File: config.mk
export PLATFORM = sky130hd
export DESIGN_NAME = bist_run_scheduler
export DESIGN_NICKNAME = d
export VERILOG_FILES = /design/src/rtl/bist_sched_pkg.sv /design/src/rtl/bist_engine_slot.sv /design/src/rtl/bist_run_scheduler.sv
export SDC_FILE = /design/constraint.sdc
export NUM_CORES = 1
export LEC_CHECK = 0
export CAP_MARGIN = 40
export CORE_MARGIN = 2
export CORE_UTILIZATION = 50
export DETAILED_ROUTE_END_ITERATION = 6
export GPL_ROUTABILITY_DRIVEN = 0
export PLACE_DENSITY = 0.75
export SKIP_LAST_GASP = 1
export SYNTH_ARGS = -nofsm -noshare
export SYNTH_HDL_FRONTEND = slang
export SYNTH_SLANG_ARGS = --single-unit
File: constraint.sdc
create_clock -name clk -period 2.61 [get_ports clk]
set_input_delay 0.3915 -clock clk [delete_from_list [all_inputs] [get_ports clk]]
set_output_delay 0.3915 -clock clk [all_outputs]
set_load 0.01 [all_outputs]
File: src/rtl/bist_sched_pkg.sv
// Shared types and constants for the BIST run scheduler.
package bist_sched_pkg;

  typedef enum logic [2:0] {
    IDLE       = 3'd0,
    RUN_BICS   = 3'd1,
    GAP_BICS   = 3'd2,
    RUN_STRAIT = 3'd3,
    GAP_STRAIT = 3'd4,
    REPORT     = 3'd5
  } state_t;

  localparam logic [1:0] SEL_BOTH        = 2'b00;
  localparam logic [1:0] SEL_BICS        = 2'b01;
  localparam logic [1:0] SEL_STRAIT      = 2'b10;
  localparam logic [1:0] STRAIT_MODE_RST = 2'b01;

endpackage

File: src/rtl/bist_engine_slot.sv
// One engine slot: start level, latency counter with watchdog/saturation, result latch.
// Watchdog compare is compiled in only when BIST_SCHED_WATCHDOG_EN is defined.
module bist_engine_slot #(
  parameter int unsigned CNT_WIDTH      = 16,
  parameter int unsigned TIMEOUT_CYCLES = 5000
) (
  input  logic                 clk,
  input  logic                 rst,
  input  logic                 clear,
  input  logic                 run_active,
  input  logic                 gap_active,
  input  logic                 run_next,
  input  logic                 eng_done,
  input  logic                 eng_error,
  output logic                 start,
  output logic [CNT_WIDTH-1:0] cycles,
  output logic                 fail,
  output logic                 run_exit_c,
  output logic                 gap_exit_c,
  output logic                 wd_hit_c
);

  localparam logic [CNT_WIDTH-1:0] CNT_LIMIT = CNT_WIDTH'(TIMEOUT_CYCLES);
  localparam logic [CNT_WIDTH-1:0] CNT_MAX   = '1;
`ifdef BIST_SCHED_WATCHDOG_EN
  localparam bit WD_EN = 1'b1;
`else
  localparam bit WD_EN = 1'b0;
`endif

  logic [CNT_WIDTH-1:0] cnt;
  logic                 at_limit;
  logic                 run_wd;
  logic                 gap_wd;

  // Phase exit decode; done takes priority over the watchdog in RUN.
  always_comb begin
    at_limit   = WD_EN && (cnt == CNT_LIMIT);
    run_wd     = run_active && !eng_done && at_limit;
    gap_wd     = gap_active && eng_done && at_limit;
    run_exit_c = run_active && (eng_done || at_limit);
    gap_exit_c = gap_active && (!eng_done || at_limit);
    wd_hit_c   = run_wd || gap_wd;
  end

  // Counter restarts at 0 on every phase entry and idles at 0.
  always_ff @(posedge clk) begin
    if (rst) begin
      start  <= 1'b0;
      cnt    <= '0;
      cycles <= '0;
      fail   <= 1'b0;
    end else begin
      start <= run_next;
      if ((run_active && !run_exit_c) || (gap_active && !gap_exit_c))
        cnt <= (cnt == CNT_MAX) ? cnt : cnt + CNT_WIDTH'(1);
      else
        cnt <= '0;

      if (clear) begin
        cycles <= '0;
        fail   <= 1'b0;
      end else if (run_active && eng_done) begin
        cycles <= cnt;
        fail   <= eng_error;
      end else if (run_wd) begin
        cycles <= CNT_LIMIT;
        fail   <= 1'b1;
      end else if (gap_wd) begin
        fail <= 1'b1;
      end
    end
  end

endmodule

File: src/rtl/bist_run_scheduler.sv
// Sequences BICS and STRAIT self-test engines on the shared array, one at a time.
// BIST_SCHED_WATCHDOG_EN enables the per-phase watchdog; otherwise timeout stays 0.
module bist_run_scheduler
  import bist_sched_pkg::*;
#(
  parameter int unsigned CNT_WIDTH      = 16,
  parameter int unsigned TIMEOUT_CYCLES = 5000
) (
  input  logic                 clk,
  input  logic                 rst,
  input  logic                 run,
  input  logic [1:0]           sel,
  input  logic [1:0]           strait_mode_cfg,
  output logic                 bics_start,
  input  logic                 bics_done,
  input  logic                 bics_error,
  output logic                 strait_en,
  output logic [1:0]           strait_bist_mode,
  input  logic                 strait_done,
  input  logic                 strait_error,
  output logic                 busy,
  output logic                 done,
  output logic [CNT_WIDTH-1:0] bics_cycles,
  output logic [CNT_WIDTH-1:0] strait_cycles,
  output logic                 bics_fail,
  output logic                 strait_fail,
  output logic                 timeout
);

  state_t     state, state_next;
  logic [1:0] sel_q;
  logic       accept;
  logic       bics_run_exit, bics_gap_exit, bics_wd;
  logic       strait_run_exit, strait_gap_exit, strait_wd;

  // Next-state: the FSM only chooses slot order; slots report their own exits.
  always_comb begin
    state_next = state;
    accept     = 1'b0;
    case (state)
      IDLE: begin
        if (run) begin
          accept     = 1'b1;
          state_next = (sel == SEL_STRAIT) ? RUN_STRAIT : RUN_BICS;
        end
      end
      RUN_BICS:   if (bics_run_exit) state_next = GAP_BICS;
      GAP_BICS:   if (bics_gap_exit) state_next = (sel_q == SEL_BICS) ? REPORT : RUN_STRAIT;
      RUN_STRAIT: if (strait_run_exit) state_next = GAP_STRAIT;
      GAP_STRAIT: if (strait_gap_exit) state_next = REPORT;
      REPORT:     state_next = IDLE;
      default:    state_next = IDLE;
    endcase
  end

  always_ff @(posedge clk) begin
    if (rst) begin
      state            <= IDLE;
      sel_q            <= SEL_BOTH;
      strait_bist_mode <= STRAIT_MODE_RST;
      busy             <= 1'b0;
      done             <= 1'b0;
      timeout          <= 1'b0;
    end else begin
      state <= state_next;
      busy  <= (state_next != IDLE);
      done  <= (state_next == REPORT);
      if (accept) begin
        sel_q            <= sel;
        strait_bist_mode <= strait_mode_cfg;
        timeout          <= 1'b0;
      end else begin
`ifdef BIST_SCHED_WATCHDOG_EN
        timeout <= timeout || bics_wd || strait_wd;
`else
        timeout <= 1'b0;
`endif
      end
    end
  end

  bist_engine_slot #(
    .CNT_WIDTH      (CNT_WIDTH),
    .TIMEOUT_CYCLES (TIMEOUT_CYCLES)
  ) u_bics_slot (
    .clk        (clk),
    .rst        (rst),
    .clear      (accept),
    .run_active (state == RUN_BICS),
    .gap_active (state == GAP_BICS),
    .run_next   (state_next == RUN_BICS),
    .eng_done   (bics_done),
    .eng_error  (bics_error),
    .start      (bics_start),
    .cycles     (bics_cycles),
    .fail       (bics_fail),
    .run_exit_c (bics_run_exit),
    .gap_exit_c (bics_gap_exit),
    .wd_hit_c   (bics_wd)
  );

  bist_engine_slot #(
    .CNT_WIDTH      (CNT_WIDTH),
    .TIMEOUT_CYCLES (TIMEOUT_CYCLES)
  ) u_strait_slot (
    .clk        (clk),
    .rst        (rst),
    .clear      (accept),
    .run_active (state == RUN_STRAIT),
    .gap_active (state == GAP_STRAIT),
    .run_next   (state_next == RUN_STRAIT),
    .eng_done   (strait_done),
    .eng_error  (strait_error),
    .start      (strait_en),
    .cycles     (strait_cycles),
    .fail       (strait_fail),
    .run_exit_c (strait_run_exit),
    .gap_exit_c (strait_gap_exit),
    .wd_hit_c   (strait_wd)
  );

`ifndef BIST_SCHED_WATCHDOG_EN
  logic unused_wd;
  assign unused_wd = bics_wd ^ strait_wd;
`endif

endmodule
-- After elaboration in Yosys (flattened, before gate mapping)
Cells that the tools add are included.
- flip-flop bits (word level): 77
- input bits: 11
- output and inout port bits: 41
- word-level logic and storage cells: 59
- add/sub/neg operators: 2
- equality and inequality tests: 11
- multiplexer cells: 10
- bitwise operators: 2
- reduce and logical (&&, ||, !) cells: 21
- operators by type and width (operator ; number):
    adder 16 x 1 -> 16 bit, second input constant ; 2
    equality test 16 bit, second input constant ; 2
    2-to-1 mux 3 bit ; 6
    one-hot mux 3 bit (5 select lines) ; 1
    equality test 3 x 2 -> 1 bit, second input constant ; 3
    logical AND 1 bit ; 8
    equality test 3 x 1 -> 1 bit, second input constant ; 2
    equality test 3 bit, second input constant ; 2
    zero test 1 bit ; 6
    OR reduction 2 bit ; 3
    zero test 3 bit ; 1
    nonzero test 3 bit ; 1
    equality test 2 x 1 -> 1 bit, second input constant ; 1
    equality test 2 bit, second input constant ; 1
    logical OR 1 bit ; 2
    2-to-1 mux 1 bit ; 2
    2-to-1 mux 2 bit ; 1
    NOT 1 bit ; 2

-- Logic depth before layout (Yosys ltp)
- word-level depth: 7
- mapped depth: 7
- depth with buffers taken out: 5

-- By module
Synthesis repeated with hierarchy kept, for this count alone.
- cells, all modules: 397
- area, all modules: 3427.0 um2
- modules (own cells, without submodules) (module ; instances ; cells an instance ; area an instance (um2) ; seq. area each (um2)):
    bist_engine_slot ; 2 ; 170 ; 1451.4 ; 680.7
    bist_run_scheduler ; 1 ; 57 ; 524.3 ; 180.2

-- Worst setup path before layout
No wires, ideal clock.
- path type: register to register
- start: register u_strait_slot.cnt[0]
- end: register u_strait_slot.cnt[10]
- library setup time: 0.071 ns
- data arrival time: 1.689 ns
- required time: 2.539 ns
- path slack: 0.851 ns
- cell stages (with the launch flop): 7
- path buffers: 1
- clock period less this slack: 1.759 ns
- path through: dfxtp_1 ha_1 nand3_1 or2_1 buf_2 or4_1 a21oi_1
- cells in the longest elaborated chain, start to end: 1
- elaborated cells on any way between the ends: 2
- classes of those cells: add/sub: 1; eq/ne: 1
- RTL lines (item ; line ; RTL):
    start: declaration ; bist_engine_slot.sv:31 ; logic [CNT_WIDTH-1:0] cnt;
    start signal: assignment ; bist_engine_slot.sv:56 ; cnt <= (cnt == CNT_MAX) ? cnt : cnt + CNT_WIDTH'(1);
    adder 16 x 1 -> 16 bit or equality test 16 bit (tied branches) ; bist_engine_slot.sv:56 ;
Several ways; a longest one is shown, not always the timed one.
A chain may end at the register's enable or synchronous reset.

-- Worst setup path after layout
- start: input bics_done
- end: register u_bics_slot.cnt[4]
- cells in the longest elaborated chain, start to end: 7
- elaborated cells on any way between the ends: 10
- classes of those cells: bitwise: 1; reduce/logical: 9
- RTL lines (item ; line ; RTL):
    start: declaration ; bist_run_scheduler.sv:15 ; input logic bics_done,
    zero test 1 bit ; bist_engine_slot.sv:42 ; gap_exit_c = gap_active && (!eng_done || at_limit);
    logical AND 1 bit ; bist_engine_slot.sv:42 ;
    zero test 1 bit ; bist_engine_slot.sv:55 ; if ((run_active && !run_exit_c) || (gap_active && !gap_exit_c))
    logical AND 1 bit ; bist_engine_slot.sv:55 ;
    logical OR 1 bit * ; bist_engine_slot.sv:55 ;
    NOT 1 bit (no source line) * ; n/a ;
    OR reduction 2 bit (no source line) * ; n/a ;
    end signal: assignment ; bist_engine_slot.sv:56 ;
    end: declaration ; bist_engine_slot.sv:31 ;
Mark *: on every way between the ends. The rest lies on a longest branch, timed or not.

==> impl_metrics.csv <==
group,metric,value,unit
yosys,ys_ff_latch,77,
clock_network,path_clk_slew,0.08,ns
final_layout,nFillCells,585,
yosys,syn_nets,424,
clock_network,cts_tree,"built",
final_layout,multiInputGateArea,0.001708,mm2
critical_path,worst-path-stages,5,
critical_path,r2r_cells,4,
power_and_ir_drop,p_leak,1.288,nW
run_status,outcome,"completed",
critical_path,critical_path.endpoint,"u_bics_slot.cnt[4]",
sta,finalSetupViolCount,0,
sta,final-hold-violation-count,0,
sta,max_slew_margin,55.99,%
sta,worst_slack,0.6709,ns
die,dieArea,0.007451,mm2
yosys,synth_flop_cell,"dfxtp_1",
critical_path,cp.required,2.89,ns
critical_path,cp-end-kind,"flop",
routing,routed_wl,7383,um
critical_path,slowest_delay,0.53,ns
clock_network,cts_buffers,9,
sta,worstMarginPinSlew,0.6582,ns
final_layout,area.growth.synth_to_final,21.09,%
job,max_cap_violations,0,
critical_path,worst_path_max_delay_cell,"clkdlybuf4s50_1",
final_layout,final_nets,468,
clock_network,numClockSinks,77,
final_layout,antenna_cells,0,
clock_network,cts_buffer_depth,2,
critical_path,r2r_slack,0.69,ns
clock_network,cts-hold-fix-buffers,0,
final_layout,layout-drive-gt1-share,6.536,%
sta,max_freq,515.7,MHz
yosys,synth.avg_cell_area,8.244,um2
yosys,yosys_warnings,0,
global_routing,antenna_found_initial,0,
critical_path,critPathKind,"input pin to flop",
clock_network,worstSkewPairLatency,0.34,ns
critical_path,arrival,2.22,ns
yosys,synth_common_cells,"nand2_1, dfxtp_1, a21oi_1",
power_and_ir_drop,powerDensity,555.2,mW/mm2
placement,place_ws,0.3101,ns
sta,fin_skew,0.006079,ns
yosys,netlist_top_cells_area,"dfxtp_1, nand2_1, a21oi_1",
clock_network,htreeDepth,3,
critical_path,path_max_fanout,9,
critical_path,cp_num_buf_inv,1,
yosys,yosysUniqueCellTypes,54,
power_and_ir_drop,total_power,2.278,mW
power_and_ir_drop,ir_worst_vdd,0.0003011,V
critical_path,rr_startpoint,"state[0]",
global_routing,grtUsageTotal,20.87,%
routing,antenna_left,0,
routing,drc,0,
die,coreArea,0.006681,mm2
critical_path,crit_start,"bics_done",
global_routing,grt_overflow,0,
yosys,yosysTopAreaCellShare,45.49,%
critical_path,worstPathCellList,"clkdlybuf4s50_1 -> or3b_1 -> a211o_1 -> a2111o_1 -> o21ai_1",
yosys,yosysSeqAreaShare,45.49,%
routing,avgRoutedWirePerCell,13.70,um
yosys,synth_top_area_cell,"dfxtp_1",
final_layout,fin_util,61.40,%
placement,dp.final_hpwl,5168,um
sta,finalCritPeriodShare,74.30,%
sta,post-route-min-period,1.939,ns
critical_path,r2r-end,"u_bics_slot.cnt[4]",
routing,avgViaCountPerCell,5.555,
sta,drv_slew,0,
die,start_util,50.71,%
yosys,async_reset_ff_share,0,%
clock_network,postCtsSetupRepairBufs,0,
sta,rsz0062_at_grt,"no",
routing,num_vias,2994,
yosys,synth.most_common_cell,"nand2_1",
yosys,synth_cells,411,
global_routing,grt_max_degree,19,
final_layout,stdcell_count,539,
routing,first_pass_iters,4,
routing,drtIter0Drc,121,
die,die_h,86.32,um
placement,portBuffers,50,
worst_hold_path,worst_hold_path_type,"flop to flop",
critical_path,crit_family,"compound AO/OA/AOI/OAI gates",
clock_network,ctsResizeCount,0,
global_routing,grt_pass1_wl,12670,um
yosys,syn_area,0.003388,mm2
final_layout,ff_latch_area,0.001541,mm2
yosys,synth_edf_count,0,
sta,timing.setup.tns,0,ns
global_routing,grt_pass1_vias,2731,
die,rows,30,
die,ios,52,
critical_path,cp-start-kind,"input pin",
die,die_w,86.32,um
placement,placed_cells,524,
clock_network,cts_root_buf,"clkbuf_8",
cells in the final DEF (no fill, tap or decap), types with 2 or more instances in the layout:
| cell | n |
|---|---|
| nor3_1 | 15 |
| a211oi_1 | 4 |
| o21ai_0 | 11 |
| a311oi_1 | 2 |
| and3_1 | 5 |
| ha_1 | 2 |
| o21a_1 | 2 |
| dfxtp_1 | 77 |
| mux2i_1 | 9 |
| a2111o_1 | 2 |
| nand3b_1 | 2 |
| nor4_1 | 3 |
| or2_2 | 2 |
| a21oi_1 | 49 |
| nor2_1 | 14 |
| a31oi_1 | 7 |
| buf_4 | 7 |
| and4_1 | 5 |
| a211o_1 | 2 |
| o31ai_1 | 3 |
| nand4_1 | 8 |
| nor2b_1 | 3 |
| clkbuf_1 | 2 |
| or4_1 | 6 |
| inv_1 | 6 |
| o21ai_1 | 2 |
| or3_1 | 4 |
| nand2b_1 | 9 |
| nand3_1 | 15 |
| clkbuf_8 | 12 |
| o211ai_1 | 4 |
| clkdlybuf4s50_1 | 50 |
| nand2_1 | 91 |
| nand4bb_1 | 2 |
per-layer routing:
metal	GRT usage, %	share of wire (%)	vias up
met3	3.905	3.2	6
met4	9.091	0.88	0
li1	-	-	1557
met1	27.58	48	1382
met2	33.36	48	49
met5	0	0	-
power by group:
group	internal, mW	switching, mW	leakage [nW]
combinational	0.104	0.125	0.574
sequential	1.20	0.0285	0.622
clock	0.418	0.401	0.0926
kinds of logic (layout without fill, tap and decap cells):
kind of cell               Yosys count  in the layout  share of synthesized area (%)
and+or+nand+nor                    194            194                          29.06
AOI/OAI and AO/OA                   96             96                          17.32
DFF                                 77             77                          45.49
buffers and inverters               30             78                          4.099
muxes                                9              9                          2.659
adders and majority gates            2              2                         0.7384
xor gates and xnor gates             2              2                         0.5171
other                                1              1                         0.1107
per-stage QoR:
step           hold WS, ns  area (um2)
2_1_floorplan       0.4520        3388
3_3_place_gp        0.4432        3925
3_5_place_dp        0.4481        3925
4_1_cts             0.4584        4103
5_1_grt             0.4733        4103
6_report            0.4547        4103
state kept, by name (all words and copies together), names as in the netlist:
register / flops
u_strait_slot.start: 1
strait_bist_mode: 2
u_bics_slot.cnt: 16
done: 1
u_bics_slot.start: 1
u_strait_slot.cycles: 16
u_bics_slot.cycles: 16
u_strait_slot.cnt: 16
u_bics_slot.fail: 1
u_strait_slot.fail: 1
busy: 1
state: 3
sel_q: 2
worst min path at each step:
stage / start / end / slack, ns / cells after the start
floorplan: sel_q[0] / sel_q[0] / 0.45 / 2
global placement: u_bics_slot.cycles[2] / u_bics_slot.cycles[2] / 0.44 / 2
detailed placement: u_bics_slot.cycles[6] / u_bics_slot.cycles[6] / 0.45 / 2
CTS: u_strait_slot.cycles[11] / u_strait_slot.cycles[11] / 0.46 / 2
global route: u_bics_slot.cycles[1] / u_bics_slot.cycles[1] / 0.47 / 2
finish: u_bics_slot.cycles[6] / u_bics_slot.cycles[6] / 0.45 / 2
area by class of cell:
type / count / area share (%)
Clock inverter: 1 / 0.1220
Tap cell: 80 / 2.440
Sequential cell: 77 / 37.57
Timing Repair Buffer: 57 / 13.48
Inverter: 6 / 0.5489
Clock buffer: 14 / 4.209
Multi-Input combinational cell: 304 / 41.63
worst register-to-register path, delay by kind of cell, from the launching register on:
kind               cells  cell delay, ns
DFF                    1            0.57
and+or+nand+nor        1            0.43
AOI/OAI and AO/OA      3            0.87
No activity file was read; power rests on OpenSTA's default activity.
